$ cat src/rtl/ac_datapath.sv
// Execution datapath and sequencer for the accumulator CPU.
// Owns PC, IR, accumulator and Z/C flags and drives the external synchronous RAM.
module ac_datapath #(
  parameter int ADDR_W   = 5,
  parameter int RESET_PC = 0,
  localparam int DATA_W  = ADDR_W + 3
) (
  input  logic              clk_i,
  input  logic              rst_i,
  input  logic              start_i,
  output logic [2:0]        op_o,
  input  logic              jmp_i,
  input  logic              wr_i,
  input  logic              wm_i,
  input  logic              alu_i,
  output logic [ADDR_W-1:0] mem_addr_o,
  output logic              mem_rd_o,
  output logic              mem_we_o,
  output logic [DATA_W-1:0] mem_wdata_o,
  input  logic [DATA_W-1:0] mem_rdata_i,
  output logic [DATA_W-1:0] acc_o,
  output logic [ADDR_W-1:0] pc_o,
  output logic              z_o,
  output logic              c_o,
  output logic              busy_o,
  output logic              halt_o
);

  typedef enum logic [2:0] {
    S_IDLE,
    S_FETCH,
    S_FETCH_W,
    S_EXEC,
    S_MEM_W,
    S_HALT
  } state_t;

  localparam logic [2:0] OP_LDA = 3'b010;
  localparam logic [2:0] OP_JMP = 3'b100;
  localparam logic [2:0] OP_JZ  = 3'b101;
  localparam logic [2:0] OP_JC  = 3'b110;
  localparam logic [2:0] OP_HLT = 3'b111;

  state_t              state;
  state_t              next_state;
  logic [ADDR_W-1:0]   pc;
  logic [DATA_W-1:0]   ir;
  logic [DATA_W-1:0]   acc;
  logic                z_flag;
  logic                c_flag;
  logic                alu_sub;
  logic                jump_taken;
  logic [2:0]          op;
  logic [ADDR_W-1:0]   operand;
  logic [DATA_W:0]     sum;
  logic [DATA_W-1:0]   diff;

  assign op      = ir[DATA_W-1:ADDR_W];
  assign operand = ir[ADDR_W-1:0];
  assign sum     = {1'b0, acc} + {1'b0, mem_rdata_i};
  assign diff    = acc - mem_rdata_i;

  // Strobes are forced low while reset is asserted so an in-flight STA never writes.
  always_comb begin
    next_state = state;
    mem_addr_o = pc;
    mem_rd_o   = 1'b0;
    mem_we_o   = 1'b0;
    jump_taken = 1'b0;
    case (state)
      S_IDLE, S_HALT: begin
        if (start_i) next_state = S_FETCH;
      end
      S_FETCH: begin
        mem_rd_o   = 1'b1;
        next_state = S_FETCH_W;
      end
      S_FETCH_W: next_state = S_EXEC;
      S_EXEC: begin
        if (jmp_i) begin
          jump_taken = (op == OP_JMP) || ((op == OP_JZ) && z_flag) || ((op == OP_JC) && c_flag);
          next_state = S_FETCH;
        end else if (wm_i) begin
          mem_addr_o = operand;
          mem_we_o   = 1'b1;
          next_state = S_FETCH;
        end else if (wr_i) begin
          mem_addr_o = operand;
          mem_rd_o   = 1'b1;
          next_state = S_MEM_W;
        end else if (op == OP_HLT) begin
          next_state = S_HALT;
        end else begin
          next_state = S_FETCH;
        end
      end
      S_MEM_W: next_state = S_FETCH;
      default: next_state = S_IDLE;
    endcase
    if (rst_i) begin
      mem_rd_o = 1'b0;
      mem_we_o = 1'b0;
    end
  end

  // alu_i is captured in EXEC so the ALU operation does not depend on the control unit in MEM_W.
  always_ff @(posedge clk_i) begin
    if (rst_i) begin
      state   <= S_IDLE;
      pc      <= ADDR_W'(RESET_PC);
      ir      <= '0;
      acc     <= '0;
      z_flag  <= 1'b0;
      c_flag  <= 1'b0;
      alu_sub <= 1'b0;
    end else begin
      state <= next_state;
      case (state)
        S_FETCH_W: begin
          ir <= mem_rdata_i;
          pc <= pc + 1'b1;
        end
        S_EXEC: begin
          alu_sub <= alu_i;
          if (jump_taken) pc <= operand;
        end
        S_MEM_W: begin
          if (op == OP_LDA) begin
            acc    <= mem_rdata_i;
            z_flag <= (mem_rdata_i == '0);
          end else if (alu_sub) begin
            acc    <= diff;
            c_flag <= (acc < mem_rdata_i);
            z_flag <= (diff == '0);
          end else begin
            acc    <= sum[DATA_W-1:0];
            c_flag <= sum[DATA_W];
            z_flag <= (sum[DATA_W-1:0] == '0);
          end
        end
        default: ;
      endcase
    end
  end

  assign op_o        = op;
  assign mem_wdata_o = acc;
  assign acc_o       = acc;
  assign pc_o        = pc;
  assign z_o         = z_flag;
  assign c_o         = c_flag;
  assign busy_o      = (state == S_FETCH) || (state == S_FETCH_W) || (state == S_EXEC) || (state == S_MEM_W);
  assign halt_o      = (state == S_HALT);

endmodule
$ cat config.mk
export PLATFORM = sky130hd
export DESIGN_NAME = ac_datapath
export DESIGN_NICKNAME = d
export VERILOG_FILES = /design/src/rtl/ac_datapath.sv
export SDC_FILE = /design/constraint.sdc
export NUM_CORES = 1
export LEC_CHECK = 0
export ABC_AREA = 1
export BUFFER_PORTS_ARGS = -buffer_cell sky130_fd_sc_hd__buf_4
export CAP_MARGIN = 20
export CORE_MARGIN = 3
export CORE_UTILIZATION = 52
export CTS_BUF_LIST = sky130_fd_sc_hd__clkbuf_4 sky130_fd_sc_hd__clkbuf_8 sky130_fd_sc_hd__clkbuf_16
export DETAILED_ROUTE_END_ITERATION = 10
export PLACE_DENSITY = 0.89
export SETUP_SLACK_MARGIN = 0.5
export SLEW_MARGIN = 20
export SYNTH_ARGS = -nofsm -noshare
export SYNTH_HDL_FRONTEND = slang
export SYNTH_SLANG_ARGS = --single-unit
$ cat constraint.sdc
create_clock -name clk_i -period 2.4 [get_ports clk_i]
set_clock_uncertainty 0.15 [all_clocks]
set_input_delay 0.24 -clock clk_i [delete_from_list [all_inputs] [get_ports clk_i]]
set_output_delay 0.24 -clock clk_i [all_outputs]
set_load 0.01 [all_outputs]
-- Yosys cells after proc, flatten, opt, wreduce, memory -nomap -nowiden
Cells that the tools add are included.
- register bits after elaboration: 27
- bits of input ports: 15
- output and inout bits: 35
- logic and storage cells: 67
- add/sub/neg operators: 3
- $lt $le $gt $ge: 1
- eq/ne operators: 12
- multiplexer cells: 28
- bitwise logic cells: 1
- reduce and logical (&&, ||, !) cells: 15
- operator list (operator ; count):
    5-bit two-way mux ; 5
    8-bit logical NOT ; 3
    3-bit equality test (second input constant) ; 6
    8-bit two-way mux ; 2
    3-bit two-way mux ; 5
    3-bit one-hot mux with 5 select lines ; 1
    1-bit two-way mux ; 13
    5-bit one-hot mux with 2 select lines ; 1
    8-bit by 8-bit adder with 9-bit output ; 1
    3-bit by 2-bit equality test with 1-bit output (second input constant) ; 3
    8-bit less-than comparator ; 1
    8-bit subtractor ; 1
    5-bit by 1-bit adder with 5-bit output (second input constant) ; 1
    1-bit logical OR ; 5
    2-bit inequality test (second input constant) ; 2
    2-bit AND reduction ; 2
    3-bit by 1-bit equality test with 1-bit output (second input constant) ; 1
    3-bit logical NOT ; 1
    1-bit logical AND ; 2
    1-bit one-hot mux with 2 select lines ; 1
    2-bit nonzero test ; 1
    2-bit OR reduction ; 1
    1-bit inverter ; 1

-- Depth between registers and ports, before layout
Gate-level depths: netlist of the first run.
- depth in word-level cells: 8
- depth in mapped cells: 16
- depth with buffers taken out: 15

-- Least setup slack after synthesis of the first run
Ideal clock, no wire load.
- kind: register to register
- start point: register acc[0] (netlist: acc_o[0])
- end point: register z_flag (netlist: z_o)
- setup time: 0.129 ns
- data arrival time: 1.770 ns
- data required time: 2.121 ns
- setup slack: 0.351 ns
- stages on the path, launching flop included: 16
- buffers on the path: 0
- period minus slack after synthesis: 2.049 ns
- path through: dfxtp_1 > inv_1 > ha_1 > fa_1 > inv_1 > nand2_1 > nand2_1 > nand3b_1 > nand2_1 > nand2_1 > nand2_1 > nor2_1 > nand2_1 > nand3_1 > nand2_1 > a21oi_2
- word-level cells in the longest chain between the ends: 4
- elaborated cells on any way between the ends: 6
- those cells by class: add/sub (2); mux (2); reduce/logical (2)
- RTL lines (element ; line ; RTL):
    start: declaration ; 48 ; logic [DATA_W-1:0] acc;
    start signal: assignment ; 129 ; acc <= mem_rdata_i;
    start signal: assignment ; 132 ; acc <= diff;
    start signal: assignment ; 136 ; acc <= sum[DATA_W-1:0];
    8-bit by 8-bit adder with 9-bit output or 8-bit subtractor (tied branches) ; 60, 61 ;
    8-bit logical NOT, on equally long branches ; 138, 134 ;
    1-bit two-way mux (*) ; 131 ; end else if (alu_sub) begin
    1-bit two-way mux (*) ; 128 ; if (op == OP_LDA) begin
    end signal: assignment ; 130 ; z_flag <= (mem_rdata_i == '0);
    end signal: assignment ; 134 ; z_flag <= (diff == '0);
    end signal: assignment ; 138 ; z_flag <= (sum[DATA_W-1:0] == '0);
    end: declaration ; 49 ; logic z_flag;
Every way passes the cells marked *; elsewhere a longest branch is shown, timed or not.
A chain may end at the register's enable or synchronous reset.

-- Worst setup path after layout of the first run
Ends and elaborated chain as after synthesis.

==> metrics.cfg, run 1 <==
[logic_synthesis]
postSynthAreaPerCell_um2 = 6.42
yosysWarnings = 0
synth_ff_type = dfxtp_1
synth_cells = 358
synth_edf_count = 0
netlist_area_um2 = 2300
ys_seq_area_share_pct = 23.5
post_synth_num_cell_types = 36
synth_seq_cells = 27
synth_nets = 393
async_flop_share_pct = 0

[power]
intPower_uw = 773
p_leak_nw = 1.41
power_density_nw_per_um2 = 404
ir_worst_vdd_mv = 0.522
pwr-share-clk_pct = 22.3
p_comb_share_pct = 34.0
power_frac_seq_pct = 43.7
p_sw_uw = 425
netSwitchingFraction_pct = 35.5

[grt]
grt_pass1_vias = 2237
antenna_found_initial = 0
grt_pass1_wl_um = 10300
grt_use_total_pct = 24.4
grt_overflow_total = 0
grt_use_met2_pct = 39.3
met1_usage_pct = 34.4
grt_max_degree = 22
grt_busiest_layer = met2
use_met3_pct = 3.32

[clock_network]
cts_buffer_depth = 2
h-tree-depth = 1
numCtsBuffers = 3
clk_latency_ns = 0.28
clk_pin_slew_ns = 0.10
cts.sinks = 27
cts-root-buf = clkbuf_8
postCtsHoldBufs = 0
cts_tree = built

[place]
dp_hpwl_um = 4810
portBuffers = 49
dp_cells = 440
gp_congestion = 0.957
dpl_cell_area_um2 = 2640

[floorplan]
die_area_um2 = 5250
initial_core_util_pct = 55.4
core-area_um2 = 4140
die_w_um = 72.5
fp-row-count = 23
die_h_um = 72.5
io_pins = 50

[drt]
drcViolationCount = 0
drt_iter0_markers = 239
vias = 2640
viasPerCell = 5.78
antenna_left = 0
wl_per_cell_um = 14.8
drt-total-wl_um = 6750
drtPass1Iterations = 6

[setup_path]
arrival_ns = 2.14
crit_type = reg2reg
crit_fanout = 4
cp-end-kind = register
required_ns = 2.47
setup.worst_path.start_class = register

[sta]
tns_ns = 0
hold_viol_final = 0
final-setup-viol-count = 0
slew_headroom_pct = 65.0
worstMarginPinSlew_ns = 0.524
max_freq_ghz = 0.484
final.min_clock_period_ns = 2.07
rsz0062_at_grt = true
finalCritPeriodShare_pct = 86.2
drv_slew = 0

[layout]
design_area_um2 = 2960
fin_cells = 457
drive_above_1_share_pct = 30.0
area_delta_synth_final_pct = 29.0
fin_nets = 443
num_antenna_cells = 0

[job]
max-cap-violations = 0

[worst_hold_path]
hp-class = in2reg

[status]
status = complete, no violations

## layout make-up
| class | instances | area [um^2] |
|---|---|---|
| Tap cell | 50 | 62.6 |
| Inverter | 48 | 183 |
| Fill cell | 353 | 1180 |
| Multi-Input combinational cell | 262 | 1610 |
| Sequential cell | 27 | 567 |
| Clock inverter | 1 | 6.26 |
| Timing Repair Buffer | 66 | 495 |
| Clock buffer | 3 | 41.3 |
## cells in the mapped netlist (2+ instances only)
cell,count,area (um^2)
a21oi_1,36,180
a21oi_2,3,26.3
a31oi_1,2,12.5
buf_2,4,20.0
buf_4,13,97.6
clkbuf_1,3,11.3
dfxtp_1,27,541
fa_1,2,40.0
ha_1,18,225
inv_1,43,161
inv_2,4,15.0
nand2_1,83,312
nand2_2,4,25.0
nand3_1,27,135
nand4_1,3,18.8
nor2_1,21,78.8
nor3_1,3,15.0
nor4_1,2,12.5
o211ai_1,4,30.0
o21ai_0,36,180
or2_1,2,12.5
xnor2_1,4,35.0
## per-stage QoR
| stage | total power [mW] | utilization (%) | setup slack (ns) | hold slack [ns] |
|---|---|---|---|---|
| floorplan | 0.761 | - | 0.471 | 0.273 |
| CTS | 1.17 | 66.6 | 0.351 | 0.0259 |
| global placement | 0.888 | 63.8 | 0.256 | 0.317 |
| global route | 1.27 | 71.5 | 0.190 | 0.0474 |
| finish | 1.20 | 71.5 | 0.332 | 0.0442 |
| detailed placement | 0.900 | 63.8 | 0.284 | 0.321 |
## power by group through the flow
stage / Combinational (mW) / Clock, mW / Sequential, mW
floorplan: 0.228 / 0 / 0.532
global placement: 0.353 / 0 / 0.535
detailed placement: 0.363 / 0 / 0.537
CTS: 0.371 / 0.271 / 0.528
global route: 0.449 / 0.286 / 0.531
finish: 0.407 / 0.267 / 0.524
## sequential cells by signal, summed over array words and instances, names as in the netlist
signal	count
pc_o	5
acc_o	8
ir	8
state	3
z_o	1
alu_sub	1
c_o	1
## cells by family after synthesis
family | count (synthesis) | synth area share [%]
AOI/OAI and AO/OA | 85 | 20.0
xor gates and xnor gates | 5 | 1.91
adders and majority gates | 20 | 11.5
buffers and inverters | 69 | 13.6
DFF | 27 | 23.5
and+or+nand+nor | 152 | 29.4
## cell usage in the layout, fill, tap and decap left out, types with 3 or more instances in the layout
cell type  instances
dfxtp_1           18
xnor2_1            4
nor2_1            17
dfxtp_2            3
nand2_1           76
dfxtp_4            6
nor3_1             3
nor2_2             3
o21ai_0           31
clkbuf_8           3
nand3_2            4
ha_1              10
inv_2              4
a21oi_2            5
o21ai_1            5
ha_4               8
buf_4             66
nand2_2           11
inv_1             42
nand4_1            3
nand3_1           24
a21oi_1           34
o211ai_1           4
## per-layer routing
metal / routed length [um] / share of wire (%)
met5: 0 / 0
met4: 189 / 2.8
met3: 658 / 9.7
met2: 3200 / 47
met1: 2710 / 40
## repair_timing
item,in CTS,in global routing
endpoints found under the setup margin,12,13
setup buffers,5,8
pin swaps,6,15
gates resized for setup,13,39
## worst max-delay path, stage by stage, from the launching register on
cell and delay [ns]:
dfxtp_4 0.39, ha_4 0.15, fa_2 0.41, or2_1 0.22, inv_1 0.08, nand2_1 0.06
nor2_2 0.09, nand3_1 0.08, nor2_1 0.09, nand2_1 0.06, nand3_1 0.06, nand2_1 0.07
a21oi_2 0.11
## final timing paths
path / slack (ns) / cells past startpoint / startpoint / endpoint
worst min-delay path: 0.04 / 2 / rst_i / z_o
worst max register to register: 0.33 / 12 / acc_o[0] / z_o
worst min register to register: 0.33 / 2 / ir[1] / pc_o[1]
worst max-delay path: 0.33 / 12 / acc_o[0] / z_o
(Power assumes the default switching activity.)
==> run 2: changes to the inputs <==
- CORE_ASPECT_RATIO: default -> 2
- clock period: 2.4 -> 1.95 ns (I/O delays scaled with it)
==> metrics.cfg, run 2 (synthesis gave the netlist of run 1 again) <==
[drt]
antenna_left = 0  ; unchanged
wl_per_cell_um = 21.4  ; +45%
viasPerCell = 6.33  ; +9.6%
drt-total-wl_um = 10500  ; +56%
drtPass1Iterations = 7  ; +1
vias = 3110  ; +18%
drt_iter0_markers = 251  ; +5.0%
drcViolationCount = 0  ; unchanged

[grt]
grt_max_degree = 22  ; unchanged
grt_pass1_wl_um = 12700  ; +23%
grt_overflow_total = 0  ; unchanged
antenna_found_initial = 0  ; unchanged
grt_pass1_vias = 2817  ; +26%
grt_use_total_pct = 31.6  ; +7.2 points

[sta]
worstMarginPinSlew_ns = 0.704  ; +0.179 ns
timing.final.ws_setup_ns = -0.231  ; -0.563 ns
drv_slew = 0  ; unchanged
rsz0062_at_grt = true
final-setup-viol-count = 4  ; +4
slew_headroom_pct = 53.0  ; -12 points
max_freq_ghz = 0.458  ; -5.2%
final.min_clock_period_ns = 2.18  ; +0.113 ns
hold_viol_final = 0  ; unchanged
finalCritPeriodShare_pct = 112  ; +26 points
holdWs_ns = 0.0214  ; -0.0228 ns

[clock_network]
h-tree-depth = 1  ; unchanged
cts.sinks = 27  ; unchanged
cts_tree = built
clk_pin_slew_ns = 0.10  ; about the same
cts_buffer_depth = 2  ; unchanged
clk_latency_ns = 0.28  ; about the same
cts-root-buf = clkbuf_8
numCtsBuffers = 3  ; unchanged

[status]
status = finished with violations
violations = negative setup slack

[place]
portBuffers = 49  ; unchanged
pre_cts_ws_ns = -0.0835  ; -0.367 ns
dp_hpwl_um = 5600  ; +16%
gp_congestion = 0.922  ; -3.7%
dp_cells = 456  ; +3.6%
dpl_cell_area_um2 = 2870  ; +8.7%

[power]
power_density_nw_per_um2 = 504  ; +25%
p_leak_nw = 1.66  ; +17%
intPower_mw = 1.09  ; +41%
power_frac_seq_pct = 36.5  ; -7.2 points
power_mw = 1.80  ; +50%
pwr-share-clk_pct = 18.6  ; -3.7 points
netSwitchingFraction_pct = 39.3  ; +3.8 points
p_comb_share_pct = 44.9  ; +11 points
p_sw_uw = 708  ; +67%
ir_worst_vdd_mv = 0.428  ; -18%

[layout]
final_common_cell = buf_4
area_delta_synth_final_pct = 55.6
fin_nets = 475  ; +7.2%
drive_above_1_share_pct = 50.1  ; +20 points
layout_common_cells = buf_4, nand2_1, inv_1, nand2_2
n_fill_cell = 212  ; -40%
regArea_um2 = 571  ; +0.66%
num_antenna_cells = 0  ; unchanged
design_area_um2 = 3570  ; +21%
fin_cells = 491  ; +7.4%
multi_input_area_um2 = 1860  ; +15%

[floorplan]
fp-row-count = 33  ; +43%
die_area_um2 = 5300  ; +0.92%
io_pins = 50  ; unchanged
core-area_um2 = 4170  ; +0.63%
die_w_um = 53  ; -27%
die_h_um = 100  ; +38%
initial_core_util_pct = 55.1  ; -0.35 points

[setup_path]
setup.worst_path.start_class = register
cp-end-kind = register
crit_fanout = 3  ; -1
arrival_ns = 2.25  ; +0.11 ns
crit_type = reg2reg
required_ns = 2.02  ; -0.45 ns

[worst_hold_path]
hp-class = in2reg

[job]
max-cap-violations = 0  ; unchanged

-- run 2: cell count changes in the layout (fill, tap and decap cells not counted), sizes merged --
cell,change
clkinv,+1
inv,-1
buf,+31
clkbuf,+1
-- run 2: worst max-delay path: stages (launching register included) --
cell and delay, ns:
dfxtp_4 0.39, ha_4 0.14, fa_2 0.42, or2_1 0.24, inv_2 0.07, nand2_1 0.07, nor2_1 0.12, nand3_1 0.09
nor2_1 0.09, nand2_1 0.06, nand3_1 0.07, nand2_1 0.06, a21oi_2 0.15
-- run 2: worst paths after layout --
| check | depth (start not counted) | start | slack, ns | to |
|---|---|---|---|---|
| hold reg to reg | 2 | ir[3] | 0.38 | ir[3] |
| setup / recovery | 12 | acc_o[0] | -0.23 | z_o |
| hold / removal | 2 | rst_i | 0.02 | state[0] |
| setup reg to reg | 12 | acc_o[0] | -0.23 | z_o |
-- run 2: metrics by stage --
stage / util (%) / setup TNS [ns]
CTS: 78.0 / -0.0690
detailed placement: 68.9 / -0.102
global route: 85.7 / -0.971
global placement: 68.9 / -0.0426
floorplan: - / 0
finish: 85.7 / -0.511
-- run 2: metal layers --
layer,vias up,GRT usage (%),share of wire (%),wire length [um]
li1,1333,-,-,-
met1,1398,28.9,30,3160
met2,269,58.1,50,5270
met3,110,3.86,9.7,1010
met4,0,25.0,10,1060
met5,-,0,0,0
-- run 2: final cells by class --
class                           instances  area share [%]
Multi-Input combinational cell        262            51.9
Timing Repair Buffer                   98            23.7
Clock buffer                            3            1.16
Sequential cell                        27            16.0
Clock inverter                          1           0.140
Tap cell                               52            1.82
Inverter                               48            5.32
-- run 2: what timing repair did --
action / in CTS / in global routing
resized for setup: 61 / 69
hold endpoints to repair: 1 / 0
endpoints found under the setup margin: 23 / 32
buffers inserted: 21 / 9
cloned: 0 / 1
pin swaps: 32 / 37
-- run 2: power by group through the flow --
| stage | Sequential [mW] | Clock (mW) | Combinational, mW |
|---|---|---|---|
| finish | 0.657 | 0.334 | 0.809 |
| CTS | 0.645 | 0.319 | 0.592 |
| detailed placement | 0.665 | 0 | 0.493 |
| global route | 0.659 | 0.345 | 0.855 |
| floorplan | 0.659 | 0 | 0.309 |
| global placement | 0.662 | 0 | 0.480 |
